==> src/rtl/vga_timing_gen.sv <==
`timescale 1ns/1ps
// vga_timing_gen
// Programmable VGA timing generator. A divider turns clk_50 into a one-cycle
// pixel-tick enable. On each tick the horizontal and vertical counters advance.
// The pixel coordinates are registered one tick after the counter state. The
// sync, video-on and frame-start flags are delayed by a further PIPE_DELAY
// ticks, which gives the downstream colour pipeline a fixed latency to match.
//
// Ports
//   clk_50         : system clock, rising edge
//   rst            : asynchronous reset, active low
//   pix_ce         : pixel-tick enable, one clk_50 cycle per pixel
//   pixel_column   : horizontal count of the current tick
//   pixel_row      : vertical count of the current tick
//   horiz_sync_out : delayed hsync, active level SYNC_POL
//   vert_sync_out  : delayed vsync, active level SYNC_POL
//   video_on       : delayed active-area flag
//   frame_start    : one-cycle pulse aligned with the delayed (0,0) pixel
//   frame_count    : completed frames, wraps modulo 2^16
module vga_timing_gen #(
    parameter int H_ACTIVE   = 640,
    parameter int H_FP       = 16,
    parameter int H_SYNC     = 96,
    parameter int H_BP       = 48,
    parameter int V_ACTIVE   = 480,
    parameter int V_FP       = 10,
    parameter int V_SYNC     = 2,
    parameter int V_BP       = 33,
    parameter bit SYNC_POL   = 1'b0,
    parameter int CLK_DIV    = 2,
    parameter int PIPE_DELAY = 2,
    parameter int CW         = 11
) (
    input  logic          clk_50,
    input  logic          rst,
    output logic          pix_ce,
    output logic [CW-1:0] pixel_column,
    output logic [CW-1:0] pixel_row,
    output logic          horiz_sync_out,
    output logic          vert_sync_out,
    output logic          video_on,
    output logic          frame_start,
    output logic [15:0]   frame_count
);

    localparam int H_TOTAL = H_ACTIVE + H_FP + H_SYNC + H_BP;
    localparam int V_TOTAL = V_ACTIVE + V_FP + V_SYNC + V_BP;
    localparam int DW      = (CLK_DIV > 1) ? $clog2(CLK_DIV) : 1;

    localparam logic [DW-1:0] DIV_LAST = DW'(CLK_DIV - 1);
    localparam logic [CW-1:0] H_LAST   = CW'(H_TOTAL - 1);
    localparam logic [CW-1:0] V_LAST   = CW'(V_TOTAL - 1);
    localparam logic [CW-1:0] H_ACT    = CW'(H_ACTIVE);
    localparam logic [CW-1:0] V_ACT    = CW'(V_ACTIVE);
    localparam logic [CW-1:0] HS_BEG   = CW'(H_ACTIVE + H_FP);
    localparam logic [CW-1:0] HS_END   = CW'(H_ACTIVE + H_FP + H_SYNC);
    localparam logic [CW-1:0] VS_BEG   = CW'(V_ACTIVE + V_FP);
    localparam logic [CW-1:0] VS_END   = CW'(V_ACTIVE + V_FP + V_SYNC);

    // Flag vector bit positions; all-zero is the inactive (reset) vector.
    localparam int B_ACT   = 0;
    localparam int B_HS    = 1;
    localparam int B_VS    = 2;
    localparam int B_FIRST = 3;

    logic [DW-1:0] div_q, div_d;
    logic [CW-1:0] h_q, h_d;
    logic [CW-1:0] v_q, v_d;
    logic [15:0]   fc_q, fc_d;
    logic [CW-1:0] col_q, col_d;
    logic [CW-1:0] row_q, row_d;
    logic [3:0]    vec0_q, vec0_d;
    logic [3:0]    vec_out;
    logic [3:0]    dec;
    logic          h_wrap;
    logic          v_wrap;

    // With CLK_DIV=1 DIV_LAST is zero, so the enable is high even in reset.
    assign pix_ce = (div_q == DIV_LAST);
    assign h_wrap = (h_q == H_LAST);
    assign v_wrap = (v_q == V_LAST);

    always_comb begin
        dec          = '0;
        dec[B_ACT]   = (h_q < H_ACT) && (v_q < V_ACT);
        dec[B_HS]    = (h_q >= HS_BEG) && (h_q < HS_END);
        dec[B_VS]    = (v_q >= VS_BEG) && (v_q < VS_END);
        dec[B_FIRST] = (h_q == '0) && (v_q == '0);
    end

    always_comb begin
        div_d  = (div_q == DIV_LAST) ? '0 : div_q + 1'b1;
        h_d    = h_q;
        v_d    = v_q;
        fc_d   = fc_q;
        col_d  = col_q;
        row_d  = row_q;
        vec0_d = vec0_q;
        if (pix_ce) begin
            h_d = h_wrap ? '0 : h_q + 1'b1;
            if (h_wrap) begin
                v_d = v_wrap ? '0 : v_q + 1'b1;
                if (v_wrap) begin
                    fc_d = fc_q + 16'd1;
                end
            end
            col_d  = h_q;
            row_d  = v_q;
            vec0_d = dec;
        end
    end

    always_ff @(posedge clk_50 or negedge rst) begin
        if (!rst) begin
            div_q  <= '0;
            h_q    <= '0;
            v_q    <= '0;
            fc_q   <= '0;
            col_q  <= '0;
            row_q  <= '0;
            vec0_q <= '0;
        end else begin
            div_q  <= div_d;
            h_q    <= h_d;
            v_q    <= v_d;
            fc_q   <= fc_d;
            col_q  <= col_d;
            row_q  <= row_d;
            vec0_q <= vec0_d;
        end
    end

    // Flag delay line. With no extra delay the stage-0 vector drives the
    // outputs directly, so flags line up with the coordinates.
    if (PIPE_DELAY == 0) begin : g_nopipe
        assign vec_out = vec0_q;
    end else begin : g_pipe
        logic [PIPE_DELAY-1:0][3:0] pipe_q, pipe_d;

        always_comb begin
            pipe_d = pipe_q;
            if (pix_ce) begin
                pipe_d[0] = vec0_q;
                for (int i = 1; i < PIPE_DELAY; i++) begin
                    pipe_d[i] = pipe_q[i-1];
                end
            end
        end

        always_ff @(posedge clk_50 or negedge rst) begin
            if (!rst) begin
                pipe_q <= '0;
            end else begin
                pipe_q <= pipe_d;
            end
        end

        assign vec_out = pipe_q[PIPE_DELAY-1];
    end

    assign pixel_column   = col_q;
    assign pixel_row      = row_q;
    assign frame_count    = fc_q;
    assign video_on       = vec_out[B_ACT];
    assign horiz_sync_out = vec_out[B_HS] ? SYNC_POL : ~SYNC_POL;
    assign vert_sync_out  = vec_out[B_VS] ? SYNC_POL : ~SYNC_POL;
    // The first flag is held for a whole tick; gating with the enable keeps
    // the pulse to a single clk_50 cycle.
    assign frame_start    = vec_out[B_FIRST] & pix_ce;

endmodule

==> config.mk <==
export PLATFORM = sky130hd
export DESIGN_NAME = vga_timing_gen
export DESIGN_NICKNAME = d
export VERILOG_FILES = /design/src/rtl/vga_timing_gen.sv
export SDC_FILE = /design/constraint.sdc
export NUM_CORES = 1
export LEC_CHECK = 0
export ABC_AREA = 0
export BUFFER_PORTS_ARGS = -buffer_cell sky130_fd_sc_hd__buf_4
export CAP_MARGIN = 20
export CORE_MARGIN = 5
export CORE_UTILIZATION = 55
export CTS_BUF_LIST = sky130_fd_sc_hd__clkbuf_16
export DETAILED_ROUTE_END_ITERATION = 6
export GPL_ROUTABILITY_DRIVEN = 0
export PLACE_DENSITY = 0.77
export SLEW_MARGIN = 15
export SYNTH_ARGS = -nofsm -noshare
export SYNTH_HDL_FRONTEND = slang
export SYNTH_SLANG_ARGS = --single-unit
export TNS_END_PERCENT = 50
==> constraint.sdc <==
create_clock -name clk_50 -period 2 [get_ports clk_50]
set_clock_uncertainty 0.05 [all_clocks]
set_input_delay 0.3 -clock clk_50 [delete_from_list [all_inputs] [get_ports clk_50]]
set_output_delay 0.3 -clock clk_50 [all_outputs]
set_load 0.05 [all_outputs]
==> results of run 1 <==
## per-layer routing
layer  wire length (um)  up-vias  global-route usage
met1               3030     1173               0.272
li1                   -     1083                   -
met4                143        0               0.103
met3                348       11              0.0331
met2               3450       72               0.316
met5                  0        -                   0
## what timing repair did
action	in CTS	in global routing
hold buffers	1	0
endpoints found under the setup margin	0	5
endpoints found under the hold margin	28	0
setup buffers	0	2
## synth_stat cells
| cell | n |
|---|---|
| nor3b_1 | 2 |
| clkbuf_1 | 3 |
| buf_6 | 1 |
| xnor2_1 | 11 |
| nand2_1 | 13 |
| buf_4 | 3 |
| and2_1 | 2 |
| and4b_2 | 1 |
| buf_1 | 2 |
| nand3_1 | 15 |
| dfrtp_1 | 73 |
| nand4_1 | 10 |
| a21o_2 | 1 |
| and4_4 | 1 |
| nand3_2 | 2 |
| a21o_1 | 4 |
| nor4b_4 | 1 |
| xor2_1 | 17 |
| nor4_2 | 1 |
| and4_1 | 6 |
| nor4b_1 | 2 |
| ha_1 | 5 |
| nor2_1 | 6 |
| nor3_1 | 13 |
| a32o_1 | 2 |
| o2bb2ai_1 | 1 |
| inv_1 | 8 |
| o22ai_1 | 1 |
| mux2i_1 | 1 |
| buf_2 | 4 |
| nor4_1 | 3 |
| and3_2 | 2 |
| or3_1 | 1 |
| nor3_4 | 1 |
| a31oi_1 | 2 |
| mux2_2 | 29 |
| or3b_1 | 1 |
| a41o_1 | 1 |
| o21ai_0 | 9 |
| or2_2 | 1 |
| clkinv_1 | 1 |
| and3_1 | 8 |
## critical path, stage by stage (launching register included)
cell,delay (ns)
dfrtp_1,0.41
inv_1,0.11
ha_1,0.15
nor4b_4,0.26
nand3_2,0.21
nor2_1,0.21
mux2_2,0.36
## logic make-up after synthesis
kind of cell             synth area share
multiplexers                        0.102
XOR/XNOR                           0.0745
flip-flops                          0.555
adder cells (fa/ha/maj)            0.0190
buffers and inverters              0.0323
AND/OR/NAND/NOR                     0.174
AO/OA/AOI/OAI                      0.0430
## report_power, final
part           switching (mW)  internal [mW]
sequential                  0           1.48
combinational          0.0282        0.00658
clock                   0.583           1.08
total                   0.611           2.56
## worst paths after layout
| check | cells past startpoint | endpoint | slack [ns] |
|---|---|---|---|
| worst min register to register | 1 | frame_count[15] | 0.42 |
| worst min-delay path | 2 | frame_count[12] | 0.38 |
| min in group clk_50 | 1 | frame_count[15] | 0.42 |
| worst max-delay path | 6 | frame_count[1] | 0.12 |
| max in group asynchronous | 3 | pixel_column[0] | 0.96 |
| worst max register to register | 6 | frame_count[1] | 0.12 |
## flip-flops by register name (all words and copies together), names as in the netlist
name,cells
pixel_column,11
frame_count,16
v_q,11
vec_out,4
pixel_row,11
h_q,11
pix_ce,1
vec0_q,4
g_pipe.pipe_q,4
## final cells by class
cell class,count,area share
Tap cell,75,0.0229
Multi-Input combinational cell,176,0.332
Inverter,9,0.00826
Sequential cell,73,0.447
Clock buffer,9,0.0551
Clock inverter,7,0.0211
Timing Repair Buffer,60,0.114
## layout by cell type (no fill, tap or decap), types with 2 or more instances in the layout
master and instances:
nand4_1 10, bufinv_16 2, ha_1 5, mux2_2 29
inv_1 9, xor2_1 17, nand3_1 15, nor3_1 13
buf_4 58, dfrtp_1 73, nor3b_1 2, xnor2_1 11
and3_2 2, clkbuf_16 9, a32o_1 2, nand3_2 2
clkinv_2 2, nor2_1 6, clkinv_1 2, o21ai_0 9
and4_1 6, a21o_1 4, and3_1 8, nor4b_1 2
a31oi_1 2, nand2_1 13, nor4_1 3
## through the flow
| stage | total power [mW] | TNS, ns | area [sq um] | utilization | worst slack, ns |
|---|---|---|---|---|---|
| final | 3.18 | 0 | 4090 | 0.695 | 0.123 |
| after global routing | 3.28 | 0 | 4090 | 0.695 | 0.0155 |
| after CTS | 3.20 | 0 | 4080 | 0.692 | 0.0776 |
| after detailed placement | 1.54 | 0 | 3750 | 0.638 | 0.120 |
| after global placement | 1.54 | 0 | 3750 | 0.638 | 0.202 |
| after floorplan | 1.50 | -0.0196 | 3290 | - | -0.0196 |
==> metrics.md, run 1 <==
| Metric | Value |
|---|---|
| Status | `completed` |
| Largest net degree at the start of global routing | `46` |
| Max FO, Critical Path | `7` |
| Worst-Margin Slew | `0.457 ns` |
| Final #Nets | `336` |
| Area grow syn2layout | `24.3%` |
| Initial antenna violation count | `0` |
| Drt first pass iters | `4` |
| Clk Tree Root Cell | `clkbuf_16` |
| Worst Path Arrival | `2.04 ns` |
| Final hold violations | `0` |
| Clock sink count | `73` |
| Via density | `5.72` |
| ANT nets after route | `0` |
| Die W | `87.4 um` |
| Drt drc | `0` |
| Mapped Area | `3290 sq um` |
| Min Tclk post-route | `1.88 ns` |
| Tightest hold margin | `0.384 ns` |
| Leakage | `2.06 nW` |
| Htree depth | `3` |
| Post-DR wirelength/cell | `17.0 um` |
| Crit end category | `flip-flop` |
| First-pass GRT wire length | `11900 um` |
| Netlist cell types | `42` |
| Synth top area cells | `dfrtp_1 (56%), mux2_2 (9.9%), xor2_1 (4.5%)` |
| Initial Utilization | `0.559` |
| FF-to-FF Start | `v_q[0]` |
| Die ar. | `7630 sq um` |
| Total CTS buffers | `9` |
| Critical path class | `flip-flop to flip-flop` |
| Hpwl dp | `4790 um` |
| Gr ovfl total | `0` |
| Tcrit/Tclk final | `0.939` |
| DR iter-0 viols | `129` |
| CORE AREA | `5890 sq um` |
| Fmax | `533 MHz` |
| CTS tree | `yes` |
| Final setup fails | `0` |
| Post_cts resized | `0` |
| Clk buf depth | `2` |
| Layout cells sized above 1 | `0.341` |
| Max IR drop VDD | `0.583 mV` |
| Required time worst endpoint | `2.16 ns` |
| Row count | `28` |
| Fill cell count | `422` |
| Vias in the first global route | `2410` |
| Synth area leader | `dfrtp_1` |
| Pwr Density | `776 nW/um^2` |
| Sequential fraction of the synthesis area | `0.555` |
| Synth Area per Inst | `12.1 sq um` |
| YS warnings | `0` |
| Rel. slew slack | `0.696` |
| Mapped Cells | `271` |
| Slew Viols, Final | `0` |
| Startpoint Class | `flip-flop` |
| Ports | `45` |
| Clock Latency Late Sink | `0.33 ns` |
| Die height | `87.4 um` |
| Diode count | `0` |
| WL final | `6970 um` |
| RSZ-0062 raised after global routing | `false` |
| Area of the multi-input gates | `1360 sq um` |
| Share of the synthesized area in the top cell type | `0.555` |
| Finished Layout Cells | `409` |
| Total Routing Usage GR | `0.202` |
| Syn_nets | `278` |
| DP Cell Count | `390` |
| #FFs+latches synth | `73` |
| CTS clk-pin slew, worst paths | `0.06 ns` |
| Reg area | `1830 sq um` |
| CP Launch Point | `v_q[0]` |
| Max cap viols | `0` |
| Worst hold path type | `input port to async pin` |
| Via count | `2339` |
| Count of input and output buffers | `44` |
Power figures use the tool's default switching activity.
==> run 2: changes to the inputs <==
BUFFER_PORTS_ARGS = -buffer_cell sky130_fd_sc_hd__buf_2   (was -buffer_cell sky130_fd_sc_hd__buf_4)
==> metrics.md, run 2 (same netlist as run 1, synthesis figures left out) <==
| Metric | Value |
|---|---|
| Die W | `87.4 um (unchanged)` |
| Via density | `5.68 (-0.67%)` |
| Clk pwr share | `0.507 (-0.017)` |
| Clk buf depth | `2 (unchanged)` |
| CORE AREA | `5890 sq um (unchanged)` |
| Total CTS buffers | `9 (unchanged)` |
| Status | `completed` |
| Max FO, Critical Path | `22 (+15)` |
| Via count | `2329 (-0.43%)` |
| Die ar. | `7630 sq um (unchanged)` |
| DR iter-0 viols | `159 (+23%)` |
| ANT nets after route | `0 (unchanged)` |
| Most common cell after layout, fill and taps aside | `dfrtp_1` |
| Count of input and output buffers | `44 (unchanged)` |
| Most frequent cells in the layout | `dfrtp_1 (73), buf_2 (44), mux2_2 (29)` |
| Gr ovfl total | `0 (unchanged)` |
| Sw power | `0.633 mW (+3.5%)` |
| Max IR drop VDD | `0.556 mV (-4.6%)` |
| Min Tclk post-route | `1.90 ns (+0.0197 ns)` |
| Critical path class | `flip-flop to output port` |
| Slew Viols, Final | `0 (unchanged)` |
| Rel. slew slack | `0.750 (+0.0543)` |
| Layout cells sized above 1 | `0.355 (+0.0139)` |
| Clock sink count | `73 (unchanged)` |
| Die height | `87.4 um (unchanged)` |
| Area grow syn2layout | `21.3%` |
| Fmax | `527 MHz (-1.0%)` |
| CTS clk-pin slew, worst paths | `0.06 ns (about the same)` |
| Comb pwr share | `0.011 (about the same)` |
| Largest register FFs | `16 (unchanged)` |
| Post-DR wirelength/cell | `16.6 um (-2.5%)` |
| Row count | `28 (unchanged)` |
| Worst Path Arrival | `1.55 ns (-0.49 ns)` |
| Hpwl dp | `4500 um (-6.0%)` |
| Leakage | `2.06 nW (-0.10%)` |
| Crit end category | `output port` |
| Worst Setup Slack, final | `0.103 ns (-0.0197 ns)` |
| Pwr Density | `769 nW/um^2 (-1.0%)` |
| Htree depth | `3 (unchanged)` |
| Worst hold path type | `flip-flop to flip-flop` |
| Area of the multi-input gates | `1390 sq um (+2.0%)` |
| Final #Nets | `337 (+0.30%)` |
| Max cap viols | `0 (unchanged)` |
| Initial Utilization | `0.559 (unchanged)` |
| DP Area | `3660 sq um (-2.5%)` |
| CTS tree | `yes` |
| Cell area after layout | `3990 sq um (-2.4%)` |
| Sequential power share | `0.482 (+0.017)` |
| Drt first pass iters | `4 (unchanged)` |
| WL final | `6810 um (-2.3%)` |
| Required time worst endpoint | `1.65 ns (-0.51 ns)` |
| Worst-Margin Slew | `0.374 ns (-0.0825 ns)` |
| Final setup fails | `0 (unchanged)` |
| Vias in the first global route | `2296 (-4.7%)` |
| Fill cell count | `457 (+8.3%)` |
| First-pass GRT wire length | `11700 um (-1.7%)` |
| Clock Latency Late Sink | `0.34 ns (about the same)` |
| Total Routing Usage GR | `0.202 (-0.000238)` |
| Final hold violations | `0 (unchanged)` |
| Drt drc | `0 (unchanged)` |
| Pint | `2.43 mW (-5.0%)` |
| Tcrit/Tclk final | `0.948 (+0.00985)` |
| Largest net degree at the start of global routing | `74 (+61%)` |
| Reg area | `1830 sq um (unchanged)` |
| DP Worst Slack | `0.0732 ns (-0.0468 ns)` |
| Tightest hold margin | `0.428 ns (+0.0440 ns)` |
| RSZ-0062 raised after global routing | `true` |
| Initial antenna violation count | `0 (unchanged)` |
| Switching part of the total power | `0.206 (+0.0137)` |
| Clk Tree Root Cell | `clkbuf_16` |
| Diode count | `0 (unchanged)` |
| Startpoint Class | `flip-flop` |
| Utilization after layout | `0.678 (-0.0168)` |
| Ports | `45 (unchanged)` |
==> run 2: cell types whose count changed in the layout (fill, tap and decap cells not counted), sizes merged <==
cell	change
buf	+1
bufinv	-1
clkinvlp	+1
==> run 2: timing repair <==
action | in CTS | in global routing
hold buffers | 1 | 0
endpoints found under the setup margin | 0 | 13
setup buffers | 0 | 1
hold endpoints to repair | 73 | 0
gates resized for setup | 0 | 7
==> run 2: critical path: stages (launching register included) <==
cell and delay [ns]:
dfrtp_1 0.34, buf_4 0.24, buf_4 0.31, buf_2 0.31
==> run 2: layout make-up <==
cell class / count / share of cell area
Clock buffer: 9 / 0.0564
Clock inverter: 7 / 0.0157
Inverter: 9 / 0.00846
Multi-Input combinational cell: 176 / 0.347
Sequential cell: 73 / 0.458
Tap cell: 75 / 0.0235
Timing Repair Buffer: 61 / 0.0909
==> run 2: metal layers <==
layer / GRT usage / part of all wire / up-vias
met2: 0.303 / 0.48 / 64
met5: 0 / 0 / -
li1: - / - / 1091
met4: 0.0921 / 0.016 / 0
met3: 0.0520 / 0.050 / 11
met1: 0.275 / 0.46 / 1163
==> run 2: final timing paths <==
check	from	end	slack [ns]	cells after the start
max in group asynchronous	rst	pixel_column[1]	1.14	3
min	frame_count[15]	frame_count[15]	0.43	1
min reg2reg	frame_count[15]	frame_count[15]	0.43	1
max reg2reg	v_q[0]	frame_count[14]	0.12	6
min in group asynchronous	rst	frame_count[12]	0.48	3
max	pix_ce	pix_ce	0.10	3
==> run 2: power by group through the flow <==
stage | combinational (mW) | clock [mW] | sequential, mW
2_1_floorplan | 0.000000666 | 0 | 1.50
3_3_place_gp | 0.0345 | 0 | 1.50
3_5_place_dp | 0.0348 | 0 | 1.50
4_1_cts | 0.0360 | 1.58 | 1.48
5_1_grt | 0.0408 | 1.66 | 1.48
6_report | 0.0335 | 1.56 | 1.48
==> run 2: stage by stage <==
stage,instances,TNS (ns),power (mW)
finish,410,0,3.07
detailed placement,392,0,1.54
global route,410,-0.0297,3.17
floorplan,271,-0.0196,1.50
CTS,409,0,3.10
global placement,392,0,1.54
